## config.mk

```make
export PLATFORM = sky130hd
export DESIGN_NAME = clct_two_pass_sequencer_flat
export DESIGN_NICKNAME = d
export VERILOG_FILES = /design/src/rtl/clct_two_pass_sequencer_pkg.sv /design/src/rtl/clct_two_pass_sequencer_if.sv /design/src/rtl/clct_two_pass_sequencer_sorter.sv /design/src/rtl/clct_two_pass_sequencer.sv /design/src/flat_wrapper.sv
export SDC_FILE = /design/constraint.sdc
export NUM_CORES = 1
export LEC_CHECK = 0
export ABC_AREA = 1
export CAP_MARGIN = 0
export CORE_MARGIN = 4
export CORE_UTILIZATION = 30
export CTS_BUF_LIST = sky130_fd_sc_hd__clkbuf_4 sky130_fd_sc_hd__clkbuf_8 sky130_fd_sc_hd__clkbuf_16
export CTS_CLUSTER_SIZE = 25
export DETAILED_ROUTE_END_ITERATION = 12
export PLACE_DENSITY = 0.59
export SYNTH_ARGS = -nofsm -noshare
export SYNTH_HDL_FRONTEND = slang
export SYNTH_SLANG_ARGS = --single-unit
export TNS_END_PERCENT = 1
```

## constraint.sdc

```tcl
create_clock -name clock -period 9.75 [get_ports clock]
set_input_delay 0.975 -clock clock [delete_from_list [all_inputs] [get_ports clock]]
set_output_delay 0.975 -clock clock [all_outputs]
set_load 0.05 [all_outputs]
```

## src/rtl/clct_two_pass_sequencer_pkg.sv

```systemverilog
// Shared constants, types and helpers for the two-pass CLCT sequencer.
// The pattern word carries nhits in its top three bits and the bend lsb in bit 0.
package clct_two_pass_sequencer_pkg;

  localparam int PAT_W      = 11;
  localparam int KEY_W      = 5;
  localparam int KEYX_W     = 8;
  localparam int CC_W       = 12;
  localparam int NGRP       = 5;
  localparam int GRP_W      = 3;
  localparam int BUSY_EDGE  = 2;
  localparam int HS_PER_GRP = 1 << KEY_W;

  typedef enum logic [1:0] {
    ST_IDLE,
    ST_P1,
    ST_P2
  } state_t;

  typedef struct packed {
    logic              vld;
    logic [PAT_W-1:0]  pat;
    logic [KEYX_W-1:0] key;
    logic [CC_W-1:0]   carry;
  } clct_t;

  function automatic logic [2:0] nhits(input logic [PAT_W-1:0] pat);
    return pat[PAT_W-1 -: 3];
  endfunction

  // Winner group plus any neighbour its key sits close to; no wrap past grp0 or grp4.
  function automatic logic [NGRP-1:0] neighbour_mask(input logic [GRP_W-1:0] grp,
                                                     input logic [KEY_W-1:0] key);
    logic [NGRP-1:0] m;
    m = '0;
    for (int g = 0; g < NGRP; g++) begin
      if (int'(grp) == g)                                          m[g] = 1'b1;
      if (int'(key) < BUSY_EDGE && int'(grp) == g + 1)             m[g] = 1'b1;
      if (int'(key) >= HS_PER_GRP - BUSY_EDGE && int'(grp) + 1 == g) m[g] = 1'b1;
    end
    return m;
  endfunction

endpackage

```

## src/rtl/clct_two_pass_sequencer_if.sv

```systemverilog
// Event bus between the per-group pattern finders and the CLCT output logic.
// The master drives the event, the slave (the sequencer) returns the two CLCTs.
interface clct_two_pass_sequencer_if;
  import clct_two_pass_sequencer_pkg::*;

  logic                            start;
  logic [NGRP-1:0][PAT_W-1:0]      pat_in;
  logic [NGRP-1:0][KEY_W-1:0]      key_in;
  logic [NGRP-1:0][CC_W-1:0]       carry_in;
  logic [NGRP-1:0]                 ext_busy;
  logic [2:0]                      hit_thresh;

  logic                            clct0_vld;
  logic [PAT_W-1:0]                clct0_pat;
  logic [KEYX_W-1:0]               clct0_key;
  logic [CC_W-1:0]                 clct0_carry;
  logic                            clct1_vld;
  logic [PAT_W-1:0]                clct1_pat;
  logic [KEYX_W-1:0]               clct1_key;
  logic [CC_W-1:0]                 clct1_carry;
  logic                            done;
  logic                            seq_busy;
  logic                            start_drop;

  modport master (
    output start, pat_in, key_in, carry_in, ext_busy, hit_thresh,
    input  clct0_vld, clct0_pat, clct0_key, clct0_carry,
           clct1_vld, clct1_pat, clct1_key, clct1_carry,
           done, seq_busy, start_drop
  );

  modport slave (
    input  start, pat_in, key_in, carry_in, ext_busy, hit_thresh,
    output clct0_vld, clct0_pat, clct0_key, clct0_carry,
           clct1_vld, clct1_pat, clct1_key, clct1_carry,
           done, seq_busy, start_drop
  );
endinterface

```

## src/rtl/clct_two_pass_sequencer_sorter.sv

```systemverilog
// Combinational best-of-5 sorter with a per-group busy mask.
// Bend lsb is excluded from the compare; ties resolve to the lower group index.
module clct_two_pass_sequencer_sorter
  import clct_two_pass_sequencer_pkg::*;
(
  input  logic [NGRP-1:0][PAT_W-1:0] pat,
  input  logic [NGRP-1:0][KEY_W-1:0] key,
  input  logic [NGRP-1:0][CC_W-1:0]  carry,
  input  logic [NGRP-1:0]            busy,
  output clct_t                      best,
  output logic [GRP_W-1:0]           best_grp
);

  // NOTE: every always_comb output gets a default first so no latch is inferred.
  always_comb begin
    best     = '0;
    best_grp = '0;
    for (int g = 0; g < NGRP; g++) begin
      if (!busy[g] && (!best.vld || pat[g][PAT_W-1:1] > best.pat[PAT_W-1:1])) begin
        best.vld   = 1'b1;
        best.pat   = pat[g];
        best.key   = {GRP_W'(g), key[g]};
        best.carry = carry[g];
        best_grp   = GRP_W'(g);
      end
    end
  end

endmodule

```

## src/rtl/clct_two_pass_sequencer.sv

```systemverilog
// Runs one shared best-of-5 sorter twice per event: pass 1 finds CLCT0, pass 2
// masks CLCT0's group and close neighbours and finds CLCT1; both publish together.
module clct_two_pass_sequencer
  import clct_two_pass_sequencer_pkg::*;
(
  input  logic                     clock,
  input  logic                     reset,
  clct_two_pass_sequencer_if.slave bus
);

  state_t                     state;
  logic [NGRP-1:0][PAT_W-1:0] cap_pat;
  logic [NGRP-1:0][KEY_W-1:0] cap_key;
  logic [NGRP-1:0][CC_W-1:0]  cap_carry;
  logic [NGRP-1:0]            cap_ext_busy;
  logic [2:0]                 cap_thresh;

  clct_t                      c0_int;
  logic [GRP_W-1:0]           c0_grp;
  clct_t                      out0;
  clct_t                      out1;
  logic                       done;
  logic                       seq_busy;
  logic                       start_drop;

  logic [NGRP-1:0]            busy1;
  logic [NGRP-1:0]            busy2;
  logic [NGRP-1:0]            sort_busy;
  clct_t                      sort_best;
  logic [GRP_W-1:0]           sort_grp;

  always_comb begin
    busy1 = '0;
    for (int g = 0; g < NGRP; g++) begin
      busy1[g] = cap_ext_busy[g] | (nhits(cap_pat[g]) < cap_thresh);
    end
    // An empty pass 1 leaves nothing for pass 2 either.
    busy2     = c0_int.vld ? (busy1 | neighbour_mask(c0_grp, c0_int.key[KEY_W-1:0])) : '1;
    sort_busy = (state == ST_P2) ? busy2 : busy1;
  end

  clct_two_pass_sequencer_sorter u_sorter (
    .pat      (cap_pat),
    .key      (cap_key),
    .carry    (cap_carry),
    .busy     (sort_busy),
    .best     (sort_best),
    .best_grp (sort_grp)
  );

  // NOTE: sequential state uses non-blocking assignments only, so every register
  // samples pre-edge values regardless of statement order.
  always_ff @(posedge clock) begin
    if (reset) begin
      state        <= ST_IDLE;
      cap_pat      <= '0;
      cap_key      <= '0;
      cap_carry    <= '0;
      cap_ext_busy <= '0;
      cap_thresh   <= '0;
      c0_int       <= '0;
      c0_grp       <= '0;
      out0         <= '0;
      out1         <= '0;
      done         <= 1'b0;
      seq_busy     <= 1'b0;
      start_drop   <= 1'b0;
    end else begin
      done <= 1'b0;
      if (bus.start && state != ST_IDLE) start_drop <= 1'b1;
      case (state)
        ST_IDLE: begin
          if (bus.start) begin
            cap_pat      <= bus.pat_in;
            cap_key      <= bus.key_in;
            cap_carry    <= bus.carry_in;
            cap_ext_busy <= bus.ext_busy;
            cap_thresh   <= bus.hit_thresh;
            seq_busy     <= 1'b1;
            state        <= ST_P1;
          end
        end
        ST_P1: begin
          c0_int <= sort_best;
          c0_grp <= sort_grp;
          state  <= ST_P2;
        end
        ST_P2: begin
          out0     <= c0_int;
          out1     <= sort_best;
          done     <= 1'b1;
          seq_busy <= 1'b0;
          state    <= ST_IDLE;
        end
        default: begin
          seq_busy <= 1'b0;
          state    <= ST_IDLE;
        end
      endcase
    end
  end

  assign bus.clct0_vld   = out0.vld;
  assign bus.clct0_pat   = out0.pat;
  assign bus.clct0_key   = out0.key;
  assign bus.clct0_carry = out0.carry;
  assign bus.clct1_vld   = out1.vld;
  assign bus.clct1_pat   = out1.pat;
  assign bus.clct1_key   = out1.key;
  assign bus.clct1_carry = out1.carry;
  assign bus.done        = done;
  assign bus.seq_busy    = seq_busy;
  assign bus.start_drop  = start_drop;

endmodule

```

## src/flat_wrapper.sv

```systemverilog
// flat-port wrapper written by rule: the top's interface ports become plain ports
module clct_two_pass_sequencer_flat import clct_two_pass_sequencer_pkg::*;
  (clock, reset, bus_start, bus_pat_in, bus_key_in, bus_carry_in, bus_ext_busy, bus_hit_thresh, bus_clct0_vld, bus_clct0_pat, bus_clct0_key, bus_clct0_carry, bus_clct1_vld, bus_clct1_pat, bus_clct1_key, bus_clct1_carry, bus_done, bus_seq_busy, bus_start_drop);
  clct_two_pass_sequencer_if bus_i ();
  input  logic clock;
  input  logic reset;
  input wire logic [$bits(bus_i.start)-1:0] bus_start;
  input wire logic [$bits(bus_i.pat_in)-1:0] bus_pat_in;
  input wire logic [$bits(bus_i.key_in)-1:0] bus_key_in;
  input wire logic [$bits(bus_i.carry_in)-1:0] bus_carry_in;
  input wire logic [$bits(bus_i.ext_busy)-1:0] bus_ext_busy;
  input wire logic [$bits(bus_i.hit_thresh)-1:0] bus_hit_thresh;
  output wire logic [$bits(bus_i.clct0_vld)-1:0] bus_clct0_vld;
  output wire logic [$bits(bus_i.clct0_pat)-1:0] bus_clct0_pat;
  output wire logic [$bits(bus_i.clct0_key)-1:0] bus_clct0_key;
  output wire logic [$bits(bus_i.clct0_carry)-1:0] bus_clct0_carry;
  output wire logic [$bits(bus_i.clct1_vld)-1:0] bus_clct1_vld;
  output wire logic [$bits(bus_i.clct1_pat)-1:0] bus_clct1_pat;
  output wire logic [$bits(bus_i.clct1_key)-1:0] bus_clct1_key;
  output wire logic [$bits(bus_i.clct1_carry)-1:0] bus_clct1_carry;
  output wire logic [$bits(bus_i.done)-1:0] bus_done;
  output wire logic [$bits(bus_i.seq_busy)-1:0] bus_seq_busy;
  output wire logic [$bits(bus_i.start_drop)-1:0] bus_start_drop;
  assign bus_i.start = bus_start;
  assign bus_i.pat_in = bus_pat_in;
  assign bus_i.key_in = bus_key_in;
  assign bus_i.carry_in = bus_carry_in;
  assign bus_i.ext_busy = bus_ext_busy;
  assign bus_i.hit_thresh = bus_hit_thresh;
  assign bus_clct0_vld = bus_i.clct0_vld;
  assign bus_clct0_pat = bus_i.clct0_pat;
  assign bus_clct0_key = bus_i.clct0_key;
  assign bus_clct0_carry = bus_i.clct0_carry;
  assign bus_clct1_vld = bus_i.clct1_vld;
  assign bus_clct1_pat = bus_i.clct1_pat;
  assign bus_clct1_key = bus_i.clct1_key;
  assign bus_clct1_carry = bus_i.clct1_carry;
  assign bus_done = bus_i.done;
  assign bus_seq_busy = bus_i.seq_busy;
  assign bus_start_drop = bus_i.start_drop;
  clct_two_pass_sequencer u_core (.clock(clock), .reset(reset), .bus(bus_i));
endmodule
```

---- Yosys cells after proc, flatten, opt, wreduce, memory -nomap -nowiden ----
Index checks and enable logic that the tools add are counted.
operators by class
  bitwise gates (word level) .............. 7
  equal/unequal tests ..................... 12
  order comparisons ....................... 11
  mux-type cells .......................... 31
  $add $sub $neg .......................... 1
  reductions and logical operators ........ 33
operator list
  cell                                                   number
  two-way mux 32 bit                                     5
  equality test 32 x 3 -> 1 bit (second input constant)  2
  greater-than comparator 10 bit                         4
  equality test 32 x 2 -> 1 bit (second input constant)  1
  equality test 32 x 4 -> 1 bit (second input constant)  1
  zero test 32 bit                                       1
  two-way mux 1 bit                                      18
  logical AND 1 bit                                      15
  < comparator 3 bit                                     5
  equality test 3 bit (second input constant)            4
  two-way mux 5 bit                                      2
  two-way mux 3 bit                                      3
  zero test 1 bit                                        8
  >= comparator 5 bit (second input constant)            1
  < comparator 5 x 2 -> 1 bit (second input constant)    1
  OR 1 bit                                               5
  OR 5 bit                                               1
  adder 3 x 1 -> 4 bit (second input constant)           1
  logical OR 1 bit                                       4
  case mux 2 bit (2 select lines)                        1
  AND reduction 2 bit                                    2
  equality test 3 x 2 -> 1 bit (second input constant)   1
  zero test 3 bit                                        1
  equality test 2 x 1 -> 1 bit (second input constant)   1
  other kinds (7)                                        7
word-level totals
  word-level logic and storage cells ...... 129
  input port bits ......................... 151
  register bits after elaboration ......... 252
  output and inout bits ................... 67

---- Longest topological paths before layout ----
Gate-level depths: netlist of run 1.
  depth in word-level cells ............... 24
  depth in mapped cells ................... 66
  mapped depth without buffers ............ 59

---- By module ----
A second synthesis of run 1 with hierarchy kept.
unflattened totals
  cell total of the unflattened synthesis .. 1731
  area, all modules ....................... 12036.5 µm²
by module, submodules not included
  module                          times used  cells an instance  area each (µm²)  sequential area each (µm²)
  clct_two_pass_sequencer         1           1166               9101.2           5044.8
  clct_two_pass_sequencer_sorter  1           565                2935.3           0.0

---- Least setup slack after synthesis of run 1 ----
OpenSTA, ideal clock, no wires.
  path kind ............................... flip-flop to flip-flop
  from .................................... reg u_core.c0_grp[1]
  to ...................................... reg u_core.c0_int[5] in the netlist's numbering
  cell stages (with the launch flop) ...... 62
  slack ................................... 2.894 ns
  period minus slack after synthesis ...... 6.856 ns
  data required time ...................... 9.622 ns
  buffers on the path ..................... 8
  setup time .............................. 0.128 ns
  arrival time ............................ 6.728 ns
  path through ............................ dfxtp_1 > buf_6 > nand2_1 > inv_1 > ha_1 > inv_1 > nor3_2 > nand2_1 > nand3_2 > nand2_2 > nand2_4 > buf_12 > inv_2 > buf_4 > nand2_1 > ha_1 > nand2_1 > nor2_1 > [26 not listed] > nand2_4 > nand2_2 > buf_6 > buf_6 > nand3_2 > nand2_1 > ha_1 > nand2_1 > nor2_1 > nand2_1 > o211ai_1 > nand2_1 > nand2_2 > nand2_4 > buf_6 > or2_1 > nand2_1 > a21oi_1
between the ends
  cells in the longest elaborated chain, start to end .. 24
  elaborated cells between the ends (all ways) .. 65
  classes of those cells .................. add/sub (1); order compare (4); eq/ne (9); mux (22); bitwise (1); reduce/logical (28)
RTL lines
  element                                                            RTL line                                                              text
  start, declared                                                    clct_two_pass_sequencer.sv:19                                         logic [GRP_W-1:0] c0_grp;
  start signal, assigned                                             clct_two_pass_sequencer.sv:85                                         c0_grp <= sort_grp;
  adder 3 x 1 -> 4 bit (tied with other cells)                       clct_two_pass_sequencer_pkg.sv:39                                     if (int'(key) >= HS_PER_GRP - BUSY_EDGE && int'(grp) + 1 == g) m[g] = 1'b1;
  zero test 32 bit (tied with other cells)                           clct_two_pass_sequencer_pkg.sv:39
  logical AND 1 bit or two-way mux 1 bit (tied branches)             clct_two_pass_sequencer_pkg.sv:39, clct_two_pass_sequencer_pkg.sv:38
  two-way mux 1 bit                                                  clct_two_pass_sequencer_pkg.sv:39
  OR 5 bit *                                                         clct_two_pass_sequencer.sv:38                                         busy2 = c0_int.vld ? (busy1 | neighbour_mask(c0_grp, c0_int.key[KEY_W-1:0])) : '1;
  two-way mux 5 bit *                                                clct_two_pass_sequencer.sv:38
  two-way mux 5 bit *                                                clct_two_pass_sequencer.sv:39                                         sort_busy = (state == ST_P2) ? busy2 : busy1;
  two-way mux 32 bit                                                 clct_two_pass_sequencer_sorter.sv:19                                  if (!busy[g] && (!best.vld || pat[g][PAT_W-1:1] > best.pat[PAT_W-1:1])) begin
  [8 not listed]                                                     n/a
  greater-than comparator 10 bit or zero test 1 bit (tied branches)  clct_two_pass_sequencer_sorter.sv:19
  logical OR 1 bit                                                   clct_two_pass_sequencer_sorter.sv:19
  logical AND 1 bit                                                  clct_two_pass_sequencer_sorter.sv:19
  two-way mux 32 bit                                                 clct_two_pass_sequencer_sorter.sv:19
  greater-than comparator 10 bit or zero test 1 bit (tied branches)  clct_two_pass_sequencer_sorter.sv:19
  logical OR 1 bit                                                   clct_two_pass_sequencer_sorter.sv:19
  logical AND 1 bit                                                  clct_two_pass_sequencer_sorter.sv:19
  two-way mux 32 bit *                                               clct_two_pass_sequencer_sorter.sv:19
  end signal, assigned                                               clct_two_pass_sequencer.sv:84                                         c0_int <= sort_best;
  end, declared                                                      clct_two_pass_sequencer.sv:18                                         clct_t c0_int;
Mark *: on every way between the ends. The rest lies on a longest branch, timed or not.
A chain may end at the register's enable or synchronous reset.

---- Worst setup path in the final report of run 1 ----
  from .................................... reg u_core.c0_grp[2]
  to ...................................... reg u_core.out1 (netlist bit u_core.bus.clct1_carry[4])
between the ends
  cells in the longest elaborated chain, start to end .. 24
  elaborated cells between the ends (all ways) .. 65
  classes of those cells .................. add/sub (1); order compare (4); eq/ne (9); mux (22); bitwise (1); reduce/logical (28)
RTL lines
  element                                                            RTL line                                                              text
  adder 3 x 1 -> 4 bit (tied with other cells)                       clct_two_pass_sequencer_pkg.sv:39
  zero test 32 bit (tied with other cells)                           clct_two_pass_sequencer_pkg.sv:39
  logical AND 1 bit or two-way mux 1 bit (tied branches)             clct_two_pass_sequencer_pkg.sv:39, clct_two_pass_sequencer_pkg.sv:38
  two-way mux 1 bit                                                  clct_two_pass_sequencer_pkg.sv:39
  OR 5 bit *                                                         clct_two_pass_sequencer.sv:38
  two-way mux 5 bit *                                                clct_two_pass_sequencer.sv:38
  two-way mux 5 bit *                                                clct_two_pass_sequencer.sv:39
  two-way mux 32 bit                                                 clct_two_pass_sequencer_sorter.sv:19
  [8 not listed]                                                     n/a
  greater-than comparator 10 bit or zero test 1 bit (tied branches)  clct_two_pass_sequencer_sorter.sv:19
  logical OR 1 bit                                                   clct_two_pass_sequencer_sorter.sv:19
  logical AND 1 bit                                                  clct_two_pass_sequencer_sorter.sv:19
  two-way mux 32 bit                                                 clct_two_pass_sequencer_sorter.sv:19
  greater-than comparator 10 bit or zero test 1 bit (tied branches)  clct_two_pass_sequencer_sorter.sv:19
  logical OR 1 bit                                                   clct_two_pass_sequencer_sorter.sv:19
  logical AND 1 bit                                                  clct_two_pass_sequencer_sorter.sv:19
  two-way mux 32 bit *                                               clct_two_pass_sequencer_sorter.sv:19
  end signal, assigned                                               clct_two_pass_sequencer.sv:90                                         out1 <= sort_best;
  end, declared                                                      clct_two_pass_sequencer.sv:21                                         clct_t out1;
Marks and branches as above.

==> results of run 1 <==
## timing repair
action,CTS,global route
setup endpoints to repair,60,62
gates resized for setup,1,11
pin swaps,0,0
cloned,0,0
## worst max-delay path: cells and delay by family (launching register included)
family          cells  cell delay, ns
simple gates       38            5.03
fa+ha+maj           5            1.53
buf+inv             5            0.77
compound gates      5            0.71
flops               1            0.53
## cell usage in the layout, fill, tap and decap left out, types with 7 or more instances in the layout
| cell | count |
|---|---|
| sky130_fd_sc_hd__nor2_1 | 309 |
| sky130_fd_sc_hd__dfxtp_1 | 247 |
| sky130_fd_sc_hd__nand2_1 | 234 |
| sky130_fd_sc_hd__o21ai_0 | 226 |
| sky130_fd_sc_hd__clkdlybuf4s50_1 | 217 |
| sky130_fd_sc_hd__nand3_1 | 140 |
| sky130_fd_sc_hd__a21oi_1 | 128 |
| sky130_fd_sc_hd__inv_1 | 122 |
| sky130_fd_sc_hd__ha_1 | 51 |
| sky130_fd_sc_hd__clkbuf_16 | 29 |
| sky130_fd_sc_hd__or2_0 | 18 |
| sky130_fd_sc_hd__nand3b_1 | 11 |
| sky130_fd_sc_hd__inv_2 | 10 |
| sky130_fd_sc_hd__buf_4 | 8 |
| sky130_fd_sc_hd__nand3_2 | 7 |
| sky130_fd_sc_hd__o211ai_1 | 7 |
| sky130_fd_sc_hd__clkinv_2 | 7 |
| sky130_fd_sc_hd__or2_1 | 7 |
| sky130_fd_sc_hd__clkbuf_8 | 7 |
## kinds of logic after synthesis
group                    share of synthesized area (%)
AND/OR/NAND/NOR                                   27.6
flip-flops                                        41.9
buffers and inverters                             9.04
adder cells (fa/ha/maj)                           5.36
AO/OA/AOI/OAI                                     16.1
## synthesized netlist by cell type (2+ instances only)
cell type	count	area share, %
sky130_fd_sc_hd__nand3_2	6	0.50
sky130_fd_sc_hd__and2_1	2	0.11
sky130_fd_sc_hd__ha_1	51	5.4
sky130_fd_sc_hd__nor2_2	3	0.16
sky130_fd_sc_hd__buf_1	2	0.063
sky130_fd_sc_hd__clkbuf_1	75	2.4
sky130_fd_sc_hd__nand2_2	6	0.32
sky130_fd_sc_hd__o21ai_0	226	9.5
sky130_fd_sc_hd__nor2_1	310	9.8
sky130_fd_sc_hd__nand3b_1	11	0.69
sky130_fd_sc_hd__nor3_1	2	0.084
sky130_fd_sc_hd__or2_1	7	0.37
sky130_fd_sc_hd__inv_2	12	0.38
sky130_fd_sc_hd__nand2_1	236	7.4
sky130_fd_sc_hd__a21oi_1	128	5.4
sky130_fd_sc_hd__a211oi_1	2	0.13
sky130_fd_sc_hd__inv_1	124	3.9
sky130_fd_sc_hd__nand2_4	6	0.57
sky130_fd_sc_hd__buf_2	14	0.59
sky130_fd_sc_hd__o21ai_1	2	0.084
sky130_fd_sc_hd__nor3_2	2	0.17
sky130_fd_sc_hd__nand3_1	141	5.9
sky130_fd_sc_hd__buf_6	12	1.1
sky130_fd_sc_hd__o21bai_1	2	0.13
sky130_fd_sc_hd__nand4_1	6	0.32
sky130_fd_sc_hd__dfxtp_1	249	42
sky130_fd_sc_hd__or2_0	18	0.95
sky130_fd_sc_hd__buf_4	6	0.38
sky130_fd_sc_hd__o211ai_1	7	0.44
## power groups by stage
stage / Combinational, mW / Sequential [mW] / Clock [mW]
3_5_place_dp: 1.12 / 1.17 / 0
3_3_place_gp: 1.11 / 1.17 / 0
2_1_floorplan: 0.783 / 1.20 / 0
4_1_cts: 1.13 / 1.15 / 1.16
5_1_grt: 1.29 / 1.16 / 1.21
6_report: 1.14 / 1.15 / 1.14
## metrics by stage
stage	power, mW	utilization [%]
after detailed placement	2.30	36.6
after global routing	3.65	39.3
after CTS	3.45	39.2
after floorplan	1.98	-
final	3.43	39.3
after global placement	2.28	36.6
## worst max-delay path by stage
stage / startpoint / to / cells after the start
3_5_place_dp: u_core.c0_grp[1] / u_core.c0_int[26] / 56
4_1_cts: u_core.c0_grp[1] / u_core.c0_int[26] / 56
3_3_place_gp: u_core.c0_grp[1] / u_core.bus.clct1_carry[4] / 54
2_1_floorplan: u_core.c0_grp[1] / u_core.c0_int[5] / 61
5_1_grt: u_core.c0_grp[2] / u_core.c0_int[26] / 55
6_report: u_core.c0_grp[2] / u_core.bus.clct1_carry[4] / 53
## sequential cells by signal, summed over array words and instances, names as in the netlist
register	count
u_core.cap_carry	60
u_core.bus.clct1_vld	1
u_core.cap_thresh	3
u_core.cap_ext_busy	5
u_core.bus.done	1
u_core.state	2
u_core.bus.clct0_vld	1
u_core.bus.start_drop	1
u_core.bus.clct0_carry	12
u_core.bus.clct0_pat	11
u_core.bus.clct1_key	8
u_core.bus.seq_busy	1
u_core.bus.clct1_pat	11
u_core.bus.clct0_key	8
u_core.c0_grp	3
u_core.cap_pat	55
u_core.cap_key	25
u_core.c0_int	29
u_core.bus.clct1_carry	12
## layout make-up
class | count | area [µm²]
diodes | 1 | 2.50
clock buffers | 41 | 860
clock inverters | 13 | 153
fillers | 4138 | 23600
inverters | 137 | 527
multi-input cells | 1182 | 5900
flip-flops and latches | 249 | 4990
well taps | 518 | 648
repair buffers | 225 | 2230
## per-layer routing
metal / vias up / GRT usage (%) / part of all wire [%]
met1: 5132 / 22.5 / 45
li1: 5750 / - / -
met4: 10 / 3.65 / 2.2
met5: - / 0 / 0.14
met2: 278 / 30.0 / 47
met3: 69 / 4.05 / 5.6
==> load_flow_metrics.sql, run 1 <==
INSERT INTO impl_metrics (metric_group, metric, value, unit) VALUES
('status', 'status', 'finished clean', ''),
('critical_path', 'critical_path_end_type', 'flop', ''),
('layout', 'final-instance-count-excl-fill', '2366', ''),
('drt', 'via_count', '11200', ''),
('yosys', 'number_of_enable_type_register_cells_in_the_synthesized_netlist', '0', ''),
('drt', 'post_drt_via_cell_ratio', '4.75', ''),
('layout', 'final_area', '15300', 'µm²'),
('clock_network', 'tritoncts', 'done', ''),
('yosys', 'netlist_area', '11900', 'µm²'),
('critical_path', 'worst_r2r_endpoint', 'u_core.bus.clct1_carry[4]', ''),
('yosys', 'synth_sequential_area_ratio', '41.9', '%'),
('critical_path', 'reg2reg_setup_slack', '0.96', 'ns'),
('hold_path', 'timing.hold.worst.class', 'reg -> reg', ''),
('global_route', 'global_route.overflow_total', '0', ''),
('clock_network', 'clockRootBuffer', 'sky130_fd_sc_hd__clkbuf_16', ''),
('timing', 'timing.max_slew.rel_slack', '27.9', '%'),
('critical_path', 'crit_top_cell', 'sky130_fd_sc_hd__nand2_1', ''),
('clock_network', 'clk_pin_slew_worst_paths', '0.06', 'ns'),
('yosys', 'synthFlopType', 'sky130_fd_sc_hd__dfxtp_1', ''),
('clock_network', 'clock_tree.buffer_depth', '3', ''),
('critical_path', 'critical_path_peak_fanout', '51', ''),
('critical_path', 'delay_of_the_slowest_critical_path_stage', '0.53', 'ns'),
('yosys', 'synth_seq_cells', '249', ''),
('clock_network', 'cts_inserted_buffers', '29', ''),
('clock_network', 'cts.repair_timing.setup_buffer_count', '0', ''),
('layout', 'final_layout_size_suffix_gt1_share', '6.01', '%'),
('clock_network', 'cts.hold.buffers_added', '0', ''),
('yosys', 'avgSynthCellArea', '7.09', 'µm²'),
('floorplanning', 'start_util', '30.6', '%'),
('timing', 'fin_worst_hold_slack', '0.456', 'ns'),
('floorplanning', 'die_height', '207', 'µm'),
('critical_path', 'worst_ep_required_time', '10.16', 'ns'),
('timing', 'drv_slew', '0', ''),
('hold_path', 'min_to', 'u_core.bus.clct0_pat[8]', ''),
('hold_path', 'hold-path-cell-count', '2', ''),
('placement', 'numPlacedInstances', '2311', ''),
('drt', 'routed_wl', '39.0', 'mm'),
('pwr', 'netSwitchingFraction', '36.7', '%'),
('yosys', 'postSynthNetCount', '1880', ''),
('global_route', 'grt_pass1_vias', '11000', ''),
('clock_network', 'clock_sinks', '249', ''),
('layout', 'final_net_count', '2026', ''),
('timing', 'finClkSkew', '0.0186', 'ns'),
('yosys', 'synth_warnings', '0', ''),
('critical_path', 'crit_path_start_kind', 'flop', ''),
('timing', 'final.min_clock_period', '8.79', 'ns'),
('timing', 'achievable-frequency', '0.114', 'GHz'),
('drt', 'detail_route.wl_per_cell', '16.5', 'µm'),
('pwr', 'power_leakage', '6.57', 'nW'),
('hold_path', 'hold_path.startpoint', 'u_core.c0_int[28]', ''),
('critical_path', 'critPathSlowestCell', 'sky130_fd_sc_hd__dfxtp_1', ''),
('drt', 'final_antenna_net_count', '0', ''),
('yosys', 'asyncSetResetFlopFracSynth', '0', '%'),
('critical_path', 'rr_worst_depth', '53', ''),
('yosys', 'syn_inst', '1678', ''),
('pwr', 'cellPowerDensity', '224', 'nW/µm²'),
('pwr', 'internal_power', '2.17', 'mW'),
('pwr', 'share_comb_of_total_power', '33.2', '%'),
('floorplanning', 'die-width', '207', 'µm'),
('clock_network', 'clk_latency_worst_skew_pair', '0.56', 'ns'),
('pwr', 'power.clock.fraction', '33.2', '%'),
('yosys', 'netlist-cell-type-count', '39', ''),
('drt', 'drtPass1Iterations', '7', ''),
('drt', 'number_of_drc_violations_after_detailed_routing_iteration_0', '719', ''),
('placement', 'io_buffer_count', '217', ''),
('drt', 'post-route-drc-count', '0', ''),
('floorplanning', 'die-area', '42900', 'µm²'),
('pwr', 'p_seq_share', '33.6', '%'),
('timing', 'timing.setup.tns', '0', 'ns'),
('clock_network', 'number_of_h_tree_levels', '1', ''),
('floorplanning', 'floorplan.rows', '72', '');
Note: power is estimated with default switching activity, not from simulation.
==> inputs of run 2 (changes only) <==
--- a/config.mk
+++ b/config.mk
@@ -12,7 +12,8 @@
 export CTS_BUF_LIST = sky130_fd_sc_hd__clkbuf_4 sky130_fd_sc_hd__clkbuf_8 sky130_fd_sc_hd__clkbuf_16
 export CTS_CLUSTER_SIZE = 25
 export DETAILED_ROUTE_END_ITERATION = 12
-export PLACE_DENSITY = 0.59
+export DONT_BUFFER_PORTS = 1
+export PLACE_DENSITY = 0.52
 export SYNTH_ARGS = -nofsm -noshare
 export SYNTH_HDL_FRONTEND = slang
 export SYNTH_SLANG_ARGS = --single-unit
==> run 2 against run 1 <==
Net effect:
- worst setup slack better by 0.12 ns
- largest power group is now the clock network
- clock skew shrank 0.0024 ns
- flip-flop and latch count stayed put
- largest cell class unchanged
- count of clock-buffer cells in the layout down 3
- utilization shrank 5.4 points
==> load_flow_metrics.sql, run 2 (synthesized netlist as in run 1, its figures left out) <==
INSERT INTO impl_metrics (metric_group, metric, value, unit) VALUES
('drt', 'post-route-drc-count', '0', ''),
('drt', 'detail_route.wl_per_cell', '17.5', 'µm'),
('clock_network', 'cts.repair_timing.setup_buffer_count', '0', ''),
('global_route', 'grt_pass1_wl', '58.5', 'mm'),
('drt', 'final_antenna_net_count', '0', ''),
('global_route', 'maximum_number_of_pins_on_one_net_before_global_route_repair', '137', ''),
('status', 'status', 'finished clean', ''),
('timing', 'finClkSkew', '0.0162', 'ns'),
('timing', 'final-setup-viol-count', '0', ''),
('floorplanning', 'coreArea', '38900', 'µm²'),
('pwr', 'ir_drop', '145', 'µV'),
('critical_path', 'crit_top_cell', 'sky130_fd_sc_hd__nand2_1', ''),
('drt', 'via_count', '10400', ''),
('critical_path', 'worst_ep_required_time', '10.14', 'ns'),
('global_route', 'grt_pass1_vias', '10100', ''),
('placement', 'numPlacedInstances', '2093', ''),
('layout', 'final_layout_size_suffix_gt1_share', '6.39', '%'),
('placement', 'io_buffer_count', '0', ''),
('layout', 'final-instance-count-excl-fill', '2151', ''),
('critical_path', 'delay_of_the_slowest_critical_path_stage', '0.49', 'ns'),
('layout', 'syn_to_final_growth', '10.8', '%'),
('critical_path', 'data_arrival_at_the_endpoint_of_the_critical_path', '9.07', 'ns'),
('timing', 'period_share', '89.0', '%'),
('global_route', 'global_route.overflow_total', '0', ''),
('layout', 'final_area', '13200', 'µm²'),
('layout', 'largest_register_ff_count', '60', ''),
('layout', 'largest-register', 'u_core.cap_carry', ''),
('pwr', 'cellPowerDensity', '259', 'nW/µm²'),
('placement', 'place.gp.congestion', '0.879', ''),
('critical_path', 'critical_path_peak_fanout', '51', ''),
('clock_network', 'number_of_h_tree_levels', '1', ''),
('pwr', 'post-layout-total-power', '3.42', 'mW'),
('timing', 'timing.max_slew.rel_slack', '25.0', '%'),
('drt', 'routed_wl', '37.7', 'mm'),
('drt', 'number_of_drc_violations_after_detailed_routing_iteration_0', '627', ''),
('floorplanning', 'die_height', '207', 'µm'),
('floorplanning', 'die-width', '207', 'µm'),
('clock_network', 'clock_sinks', '249', ''),
('clock_network', 'clk_pin_slew_worst_paths', '0.06', 'ns'),
('hold_path', 'timing.hold.worst.class', 'reg -> reg', ''),
('timing', 'hold_viol', '0', ''),
('timing', 'final_worst_setup_slack', '1.07', 'ns'),
('clock_network', 'tritoncts', 'done', ''),
('floorplanning', 'top_level_ports', '218', ''),
('hold_path', 'hold_path.startpoint', 'u_core.c0_int[24]', ''),
('placement', 'place_hpwl', '27.5', 'mm'),
('layout', 'final_net_count', '1807', ''),
('critical_path', 'setup.worst_path.class', 'reg -> reg', ''),
('flow_run', 'max_cap_violations', '0', ''),
('timing', 'drv_slew', '0', ''),
('critical_path', 'worst_setup_path_startpoint', 'u_core.c0_grp[1]', ''),
('clock_network', 'clk_latency_worst_skew_pair', '0.56', 'ns'),
('placement', 'placedInstanceArea', '12100', 'µm²'),
('timing', 'final.min_clock_period', '8.68', 'ns'),
('critical_path', 'critical_path_end_type', 'flop', ''),
('drt', 'drtPass1Iterations', '5', ''),
('clock_network', 'clockRootBuffer', 'sky130_fd_sc_hd__clkbuf_16', ''),
('timing', 'timing.setup.tns', '0', 'ns'),
('layout', 'finish.utilization', '33.9', '%'),
('global_route', 'globalRouteTotalUtil', '16.9', '%'),
('timing', 'setup_repair_after_global_routing_missed_its_margin', 'false', ''),
('clock_network', 'clock_tree.buffer_depth', '3', ''),
('critical_path', 'crit_path_start_kind', 'flop', ''),
('clock_network', 'cts_inserted_buffers', '28', ''),
('layout', 'most_used_cells_in_the_layout_excluding_fill_and_tap_cells', 'sky130_fd_sc_hd__nor2_1, sky130_fd_sc_hd__dfxtp_1, sky130_fd_sc_hd__nand2_1, sky130_fd_sc_hd__o21ai_0, sky130_fd_sc_hd__nand3_1', ''),
('pwr', 'power_leakage', '5.79', 'nW'),
('layout', 'largestRegisters', 'u_core.cap_carry x60, u_core.cap_pat x55, u_core.c0_int x29', ''),
('drt', 'post_drt_via_cell_ratio', '4.85', ''),
('global_route', 'initial_antenna_violation_count', '11', ''),
('layout', 'leading_cell_type_in_the_layout_fill_and_taps_excluded', 'sky130_fd_sc_hd__nor2_1', ''),
('critical_path', 'regToRegStartpoint', 'u_core.c0_grp[1]', ''),
('floorplanning', 'die-area', '42900', 'µm²'),
('floorplanning', 'floorplan.rows', '72', ''),
('timing', 'slew_at_the_pin_closest_to_its_max_slew_limit', '1.12', 'ns'),
('critical_path', 'critPathSlowestCell', 'sky130_fd_sc_hd__dfxtp_1', ''),
('placement', 'dp_slack', '0.324', 'ns'),
('timing', 'fin_worst_hold_slack', '0.463', 'ns'),
('timing', 'achievable-frequency', '0.115', 'GHz'),
('floorplanning', 'start_util', '30.6', '%');
## run 2: changes by cell type in the layout (fill, tap and decap cells not counted), moves of 3 or more
cell,change
sky130_fd_sc_hd__bufinv_16,+4
sky130_fd_sc_hd__clkdlybuf4s50_1,-217
sky130_fd_sc_hd__clkinvlp_4,-3
sky130_fd_sc_hd__diode_2,+5
## run 2: layer usage
metal	vias to the layer above	routed length, µm	global-route usage (%)
li1	5330	-	-
met1	4769	16400	21.4
met2	260	17900	28.6
met3	66	2440	4.54
met4	8	887	4.42
met5	-	53	0
## run 2: path summary, 6_finish.rpt
kind	to	slack, ns	depth (start not counted)
worst max-delay path	u_core.c0_int[7]	1.07	54
worst min register to register	u_core.bus.clct0_pat[4]	0.46	2
worst max register to register	u_core.c0_int[7]	1.07	54
worst min-delay path	u_core.bus.clct0_pat[4]	0.46	2
## run 2: final cells by class
class	instances	area (µm²)
clock inverters	14	245
flip-flops and latches	249	4980
diodes	6	15.0
inverters	137	527
repair buffers	7	52.6
fillers	4233	25700
multi-input cells	1182	5880
well taps	518	648
clock buffers	38	831
## run 2: report_power, final
part	internal, mW	total, mW	switching, mW
Clock	0.779	1.22	0.440
Combinational	0.302	0.995	0.693
Sequential	1.10	1.20	0.104
Total	2.18	3.42	1.24
## run 2: timing repair
| action | 4_1_cts | 5_1_grt |
|---|---|---|
| gates resized for setup | 0 | 7 |
| endpoints found under the setup margin | 0 | 62 |
| hold buffers | 0 | 0 |
## run 2: critical path: cells and delay by family (launching register included)
kind | cells | cell delay [ns]
simple gates | 39 | 5.12
buf+inv | 5 | 0.69
fa+ha+maj | 5 | 1.44
compound gates | 5 | 0.72
flops | 1 | 0.49
